`src/rtl/id_hazard_scoreboard.sv`:
```
// rtl/id_hazard_scoreboard.sv - per-register hazard scoreboard driving the ID stall and issue handshake
// Each register holds a countdown of cycles until its result is forwardable; all-ones marks a variable-latency producer.
module id_hazard_scoreboard #(
  parameter int NUM_REGS    = 32,
  parameter int IDX_W       = 5,
  parameter int LAT_W       = 3,
  parameter int STALL_CNT_W = 32
) (
  input  logic                   clk,
  input  logic                   rst,
  input  logic                   issue_valid_in,
  input  logic [IDX_W-1:0]       issue_ra_idx,
  input  logic [IDX_W-1:0]       issue_rb_idx,
  input  logic                   issue_use_ra,
  input  logic                   issue_use_rb,
  input  logic                   issue_wr,
  input  logic [IDX_W-1:0]       issue_rd_idx,
  input  logic [LAT_W-1:0]       issue_lat,
  input  logic                   cmpl_valid,
  input  logic [IDX_W-1:0]       cmpl_idx,
  output logic                   stall_out,
  output logic                   issue_fire_out,
  output logic [NUM_REGS-1:0]    busy_vec_out,
  output logic [STALL_CNT_W-1:0] stall_cycles_out
);

  localparam logic [LAT_W-1:0] LAT_VAR = '1;

  logic [LAT_W-1:0] cnt [NUM_REGS];
  logic             ra_busy;
  logic             rb_busy;

  // Decided from registered state only, so a same-cycle completion still stalls.
  assign ra_busy        = issue_use_ra && (issue_ra_idx != '0) && (cnt[issue_ra_idx] != '0);
  assign rb_busy        = issue_use_rb && (issue_rb_idx != '0) && (cnt[issue_rb_idx] != '0);
  assign stall_out      = issue_valid_in && (ra_busy || rb_busy);
  assign issue_fire_out = issue_valid_in && !stall_out;

  always_comb begin
    busy_vec_out = '0;
    for (int r = 1; r < NUM_REGS; r++) begin
      busy_vec_out[r] = (cnt[r] != '0);
    end
  end

  always_ff @(posedge clk or posedge rst) begin
    if (rst) begin
      for (int r = 0; r < NUM_REGS; r++) begin
        cnt[r] <= '0;
      end
    end else begin
      cnt[0] <= '0;
      for (int r = 1; r < NUM_REGS; r++) begin
        if (issue_fire_out && issue_wr && (issue_rd_idx == IDX_W'(r))) begin
          cnt[r] <= issue_lat;
        end else if (cmpl_valid && (cmpl_idx == IDX_W'(r)) && (cnt[r] == LAT_VAR)) begin
          cnt[r] <= '0;
        end else if ((cnt[r] != '0) && (cnt[r] != LAT_VAR)) begin
          cnt[r] <= cnt[r] - 1'b1;
        end
      end
    end
  end

  always_ff @(posedge clk or posedge rst) begin
    if (rst) begin
      stall_cycles_out <= '0;
    end else if (stall_out && (stall_cycles_out != '1)) begin
      stall_cycles_out <= stall_cycles_out + 1'b1;
    end
  end

endmodule

```
`config.mk`:
```
export PLATFORM = sky130hd
export DESIGN_NAME = id_hazard_scoreboard
export DESIGN_NICKNAME = d
export VERILOG_FILES = /design/src/rtl/id_hazard_scoreboard.sv
export SDC_FILE = /design/constraint.sdc
export NUM_CORES = 1
export LEC_CHECK = 0
export BUFFER_PORTS_ARGS = -buffer_cell sky130_fd_sc_hd__buf_2
export CAP_MARGIN = 20
export CORE_UTILIZATION = 30
export CTS_CLUSTER_DIAMETER = 40
export DETAILED_ROUTE_END_ITERATION = 7
export HOLD_SLACK_MARGIN = 0.12
export PLACE_DENSITY_LB_ADDON = 0.25
export SYNTH_ARGS = -nofsm -noshare
export SYNTH_HDL_FRONTEND = slang
export SYNTH_SLANG_ARGS = --single-unit
```
`constraint.sdc`:
```
create_clock -name clk -period 10.3 [get_ports clk]
set_input_delay 0.515 -clock clk [delete_from_list [all_inputs] [get_ports clk]]
set_output_delay 0.515 -clock clk [all_outputs]
set_load 0.01 [all_outputs]
```
==> results.toml, run 1 <==
[status]
outcome = "finished, final reports clean"

[drt]
first_pass_iters = 7
drcViolationCount = 0
routed_wl_um = 28600
postRouteAntennaNets = 0
vias = 8288
wire_per_inst_um = 17.6
via_per_inst = 5.09
drtIter0Drc = 515

[synthesis]
synth_edf_count = 0
netlist_area_um2 = 10100
syn-num-nets = 1215
synthCells = 1091
async_reset_ff_share_pct = 100
avgSynthCellArea_um2 = 9.23
ys_ff_latch = 125
synth_flop_cell = "dfrtp_1"
ys_seq_area_share_pct = 31.1
ys_types = 58
synth_warnings = 0

[cells_and_area]
antenna_cells = 0
layout.cells.non_filler = 1628
layout_commonest_cell = "dfrtp_1"
synthToLayoutAreaGrowth_pct = 15.4
drive_gt1_share_pct = 22.5
design_area_um2 = 11600
n_fill_cell = 3397
final_cell_mix = "dfrtp_1, ha_1, buf_2"
nNetsFinal = 1297

[grt]
gr-total-overflow = 0
antenna_found_initial = 3
grtUsageTotal_pct = 17.5
grt_pass1_wl_um = 45900
grt_pass1_vias = 8285
grt_max_degree = 75

[clock_network]
post_cts_resize_count = 0
cts.path.max_buffers = 2
insertion_delay_ps = 430
cts_tree = "built"
clk_pin_slew_ps = 60
clock_sinks = 125
cts_root_buf = "clkbuf_16"
ctsHtreeMaxLevel = 4
numCtsBuffers = 17
post_cts_buffers = 0

[sta]
tns_ps = 0
slew_headroom_pct = 24.8
worstMarginPinSlew_ps = 1130
whs_ps = 491
slew_violations = 0
setup_viol = 0
rsz0062_at_grt = "no"
max_freq_mhz = 249
layout_min_cycle_time_ps = 4010
finClkSkew_ps = 15.9
period_share_pct = 39.0
hold_viol_final = 0

[die]
core-area_um2 = 32800
io_pins = 96
rows = 66
die-area_um2 = 34300
initial_utilization_pct = 30.7
die_y_um = 185
die_w_um = 185

[setup_path]
arrival_ps = 3500
ff2ff_setup_slack_ps = 6760
crit_start = "issue_rb_idx[1]"
setup.worst_path.end = "stall_out"
r2r-start = "cnt[2]$_DFFE_PP0P_"
crit_required_ps = 9790
crit_path_start_kind = "input pin"
ff2ff_path_depth = 9
r2r-end = "cnt[16]$_DFFE_PP0P_"
end_kind = "output port"
crit_type = "in2out"
crit_path_max_fanout = 48

[placement]
place_hpwl_um = 20500
place_area_um2 = 11000
dp_cells = 1594
port-buffer-count = 94
place.gp.congestion = 0.840

[hold_path]
hp-class = "reg2reg"

[pwr]
powerDensity_nw_per_um2 = 282
max-vdd-ir-drop_mv = 0.125
p_leak_nw = 4.99

[job]
maxCapViolCount = 0
==> synth_stat cells, types with 3 or more instances <==
master	instances	area [µm²]
nand2_1	78	293
nand4_1	15	93.8
nor4b_1	4	35.0
a21oi_1	41	205
o22ai_1	4	25.0
ha_1	94	1180
mux4_2	6	135
nand3_1	24	120
buf_1	4	15.0
and3_1	22	138
nor2b_1	5	31.3
nand2b_1	36	225
buf_2	7	35.0
and2_1	22	138
mux2i_1	14	140
nor3_1	42	210
nor2_1	91	342
nor3b_1	6	45.0
a211oi_1	31	233
o21ai_0	47	235
nand3b_1	3	22.5
nor4_4	17	362
nor4_1	22	138
or2_2	4	25.0
nor4_2	4	50.1
and4_1	7	61.3
nor3_2	8	80.1
a22oi_1	3	22.5
a311oi_1	12	105
or3_1	8	50.1
clkbuf_1	22	82.6
a22o_1	8	70.1
dfrtp_1	125	3130
inv_1	93	349
mux2_2	86	968
xnor2_1	49	429
==> per-layer routing <==
layer / vias up / routed length [µm] / global-route usage [%]
met5: - / 27 / 0
met4: 4 / 583 / 5.22
met3: 39 / 1440 / 3.99
met2: 176 / 13400 / 29.0
met1: 4046 / 13200 / 22.4
li1: 4023 / - / -
==> power breakdown <==
part           leakage (nW)  internal [W]  switching (W)
clock                 0.304      0.000390       0.000264
combinational          3.16      0.000815       0.000826
sequential             1.52      0.000708       0.000271
==> what timing repair did <==
action | CTS | global route
endpoints found under the hold margin | 0 | 20
hold buffers | 0 | 1
endpoints found under the setup margin | 0 | 0
==> through the flow <==
stage,setup WS (ps),util [%],power [W]
floorplan,6460,-,0.00222
global placement,6220,33.4,0.00259
detailed placement,6160,33.4,0.00263
CTS,6310,35.3,0.00330
global route,6050,35.5,0.00359
finish,6290,35.5,0.00327
==> worst min-delay path by stage <==
stage                     slack [ps]                                to                        startpoint  cells after the start
final                            490  stall_cycles_out[29]$_DFFE_PP0P_  stall_cycles_out[29]$_DFFE_PP0P_                      1
after detailed placement         480  stall_cycles_out[30]$_DFFE_PP0P_  stall_cycles_out[30]$_DFFE_PP0P_                      1
after floorplan                  520  stall_cycles_out[30]$_DFFE_PP0P_  stall_cycles_out[30]$_DFFE_PP0P_                      1
after CTS                        360   stall_cycles_out[8]$_DFFE_PP0P_                               rst                      2
after global placement           480  stall_cycles_out[30]$_DFFE_PP0P_  stall_cycles_out[30]$_DFFE_PP0P_                      1
after global routing             510  stall_cycles_out[22]$_DFFE_PP0P_  stall_cycles_out[22]$_DFFE_PP0P_                      1
==> state kept, by name, summed over array words and instances (netlist names) <==
name	flops
stall_cycles_out	32
cnt	93
==> area by class of cell <==
class	count	area (µm²)	share of cell area [%]
multi-input cells	835	6420	55.2
flip-flops and latches	125	3130	26.9
well taps	442	553	4.76
repair buffers	101	546	4.69
clock buffers	17	425	3.66
inverters	93	352	3.02
clock inverters	15	199	1.71
==> critical path, cell delays in order <==
cell       delay [ps]
buf_2             480
mux4_2            570
o2111ai_1         290
o2111ai_2         210
nand2_4           330
buf_4             690
and2_1            220
buf_2             130
==> cell families (layout without fill, tap and decap cells) <==
family	Yosys count	count (layout)	share of synthesized area, %
and+or+nand+nor	421	421	24.7
AOI/OAI and AO/OA	160	160	10.2
buffers and inverters	131	226	5.20
DFF	125	125	31.1
muxes	110	110	12.9
adders and majority gates	94	94	11.7
xor gates and xnor gates	49	49	4.26
other	1	1	0.0372
Note: power is estimated with default switching activity, not from simulation.
==> run 2: changes to the inputs <==
- clock period: 10.3 -> 3.8 ns (I/O delays scaled with it)
==> run 2 against run 1 <==
  * Core utilization barely moved
  * Cell count up 0.43%
  * Register-to-register slack lost 6200 ps
  * Sequential power grew to 2.7 times the previous value
  * Combinational power grew to 2.7 times the previous value
  * Clock skew barely moved
  * Count of clock-buffer cells in the layout unchanged
  * Cell area about the same
  * Setup slack got worse by 5800 ps
  * Die area is the same
  * Total power rose to 2.7 times the previous value
  * Critical path depth rose by 1
  * Critical endpoint unchanged
==> results.toml, run 2 (synthesis results as in run 1) <==
[status]
outcome = "finished, final reports clean"

[sta]
hold_viol_final = 0
slew_headroom_pct = 32.8
period_share_pct = 87.8
setup_viol = 0
tns_ps = 0
layout_min_cycle_time_ps = 3340
max_freq_mhz = 300
finalWorstSetupSlack_ps = 464
finClkSkew_ps = 16.1
rsz0062_at_grt = "no"
worstMarginPinSlew_ps = 1010
slew_violations = 0

[cells_and_area]
synthToLayoutAreaGrowth_pct = 15.4
layout.cells.non_filler = 1635
regMostFlops = "cnt"
largest_reg_flops = 93
antenna_cells = 0
fin_util_pct = 35.5
largestRegisters = "cnt x93, stall_cycles_out x32"
layout_commonest_cell = "dfrtp_1"
drive_gt1_share_pct = 23.0
final_cell_mix = "dfrtp_1, ha_1, buf_2"
n_fill_cell = 3330
nNetsFinal = 1304

[pwr]
powerDensity_nw_per_um2 = 752
p_leak_nw = 5.00
max-vdd-ir-drop_mv = 0.282

[clock_network]
ctsHtreeMaxLevel = 4
cts_root_buf = "clkbuf_16"
insertion_delay_ps = 430
numCtsBuffers = 17
post_cts_buffers = 0
clock_sinks = 125
post_cts_resize_count = 0
cts.path.max_buffers = 2
cts_tree = "built"
clk_pin_slew_ps = 80

[drt]
drtIter0Drc = 539
routed_wl_um = 28900
first_pass_iters = 5
via_per_inst = 5.07
postRouteAntennaNets = 0
wire_per_inst_um = 17.7
vias = 8294
drcViolationCount = 0

[hold_path]
hp-class = "in2async"

[die]
die-area_um2 = 34300
initial_utilization_pct = 30.7
io_pins = 96
die_w_um = 185
core-area_um2 = 32800
die_y_um = 185
rows = 66

[grt]
grt_pass1_wl_um = 46000
gr-total-overflow = 0
antenna_found_initial = 0
grt_max_degree = 74
grtUsageTotal_pct = 17.7
grt_pass1_vias = 8125

[placement]
place.gp.congestion = 0.821
dp_slack_ps = 533
place_hpwl_um = 21000
port-buffer-count = 94
dp_cells = 1601

[setup_path]
r2r-end = "cnt[20]$_DFFE_PP0P_"
arrival_ps = 3150
path_cells = "nor3_1 -> o22ai_1 -> a211oi_1 -> a32oi_1 -> a22oi_2 -> nand2_4 -> buf_4 -> and2_1 -> buf_2"
crit_cells = 9
critPathBufInv = 2
crit_type = "reg2out"
ff2ff_path_depth = 9
critPathMaxStageDelay_ps = 450
r2r-start = "cnt[87]$_DFFE_PP0P_"
ff2ff_setup_slack_ps = 560
slowest_stage = "nor3_1"
crit_path_start_kind = "flop"
crit_path_max_fanout = 32
end_kind = "output port"
path_delay_family = "simple AND/OR/NAND/NOR gates"
crit_required_ps = 3610

[job]
maxCapViolCount = 0
==> run 2: changes by cell type in the layout (fill, tap and decap cells not counted) <==
| cell | change |
|---|---|
| clkinv_4 | -1 |
| inv_8 | +2 |
| clkinv_8 | +1 |
| buf_4 | +7 |
| bufinv_16 | -3 |
| clkinv_2 | +1 |
==> run 2: cell type report <==
class,count,area (µm²),share of cell area (%)
sequential,125,3130,26.9
clock buffer,17,425,3.66
inverter,93,352,3.03
timing repair buffer,108,598,5.15
multi-input combinational,835,6420,55.3
clock inverter,15,144,1.24
tap,442,553,4.76
==> run 2: repair_timing <==
action / in CTS / in global routing
setup endpoints to repair: 0 / 0
endpoints found under the hold margin: 70 / 0
hold buffers: 1 / 0
==> run 2: through the flow <==
stage | hold WS (ps) | power [W] | area (µm²)
after floorplan | 342 | 0.00601 | 10100
after global placement | 475 | 0.00706 | 11000
after global routing | 210 | 0.00958 | 11600
final | 216 | 0.00874 | 11600
after detailed placement | 479 | 0.00713 | 11000
after CTS | 275 | 0.00882 | 11600
==> run 2: worst register-to-register path: stages, from the launching register on <==
cell and delay, ps:
dfrtp_1 430, nor3_1 450, o22ai_1 170, a211oi_1 300
a32oi_1 120, a22oi_2 230, nand2_4 300, buf_4 360
nor4_4 400, mux2_2 370
==> run 2: routing by layer <==
metal	track usage [%]	vias up	wire length (µm)
li1	-	4046	-
met2	28.7	174	13400
met4	5.98	0	541
met5	0	-	0
met3	2.77	30	1160
met1	23.7	4044	13800
==> run 2: worst max-delay path by stage <==
stage / to / slack [ps] / start
floorplan: cnt[0]$_DFFE_PP0P_ / 280 / rst
global placement: cnt[20]$_DFFE_PP0P_ / 570 / issue_ra_idx[1]
detailed placement: cnt[42]$_DFFE_PP0P_ / 530 / issue_ra_idx[1]
CTS: stall_out / 450 / cnt[87]$_DFFE_PP0P_
global route: stall_out / 270 / cnt[76]$_DFFE_PP0P_
finish: stall_out / 460 / cnt[87]$_DFFE_PP0P_
==> run 2: where the power goes <==
part           internal [W]  switching, W
clock network      0.000872      0.000756
registers           0.00192      0.000758
logic               0.00222       0.00222
total               0.00501       0.00373
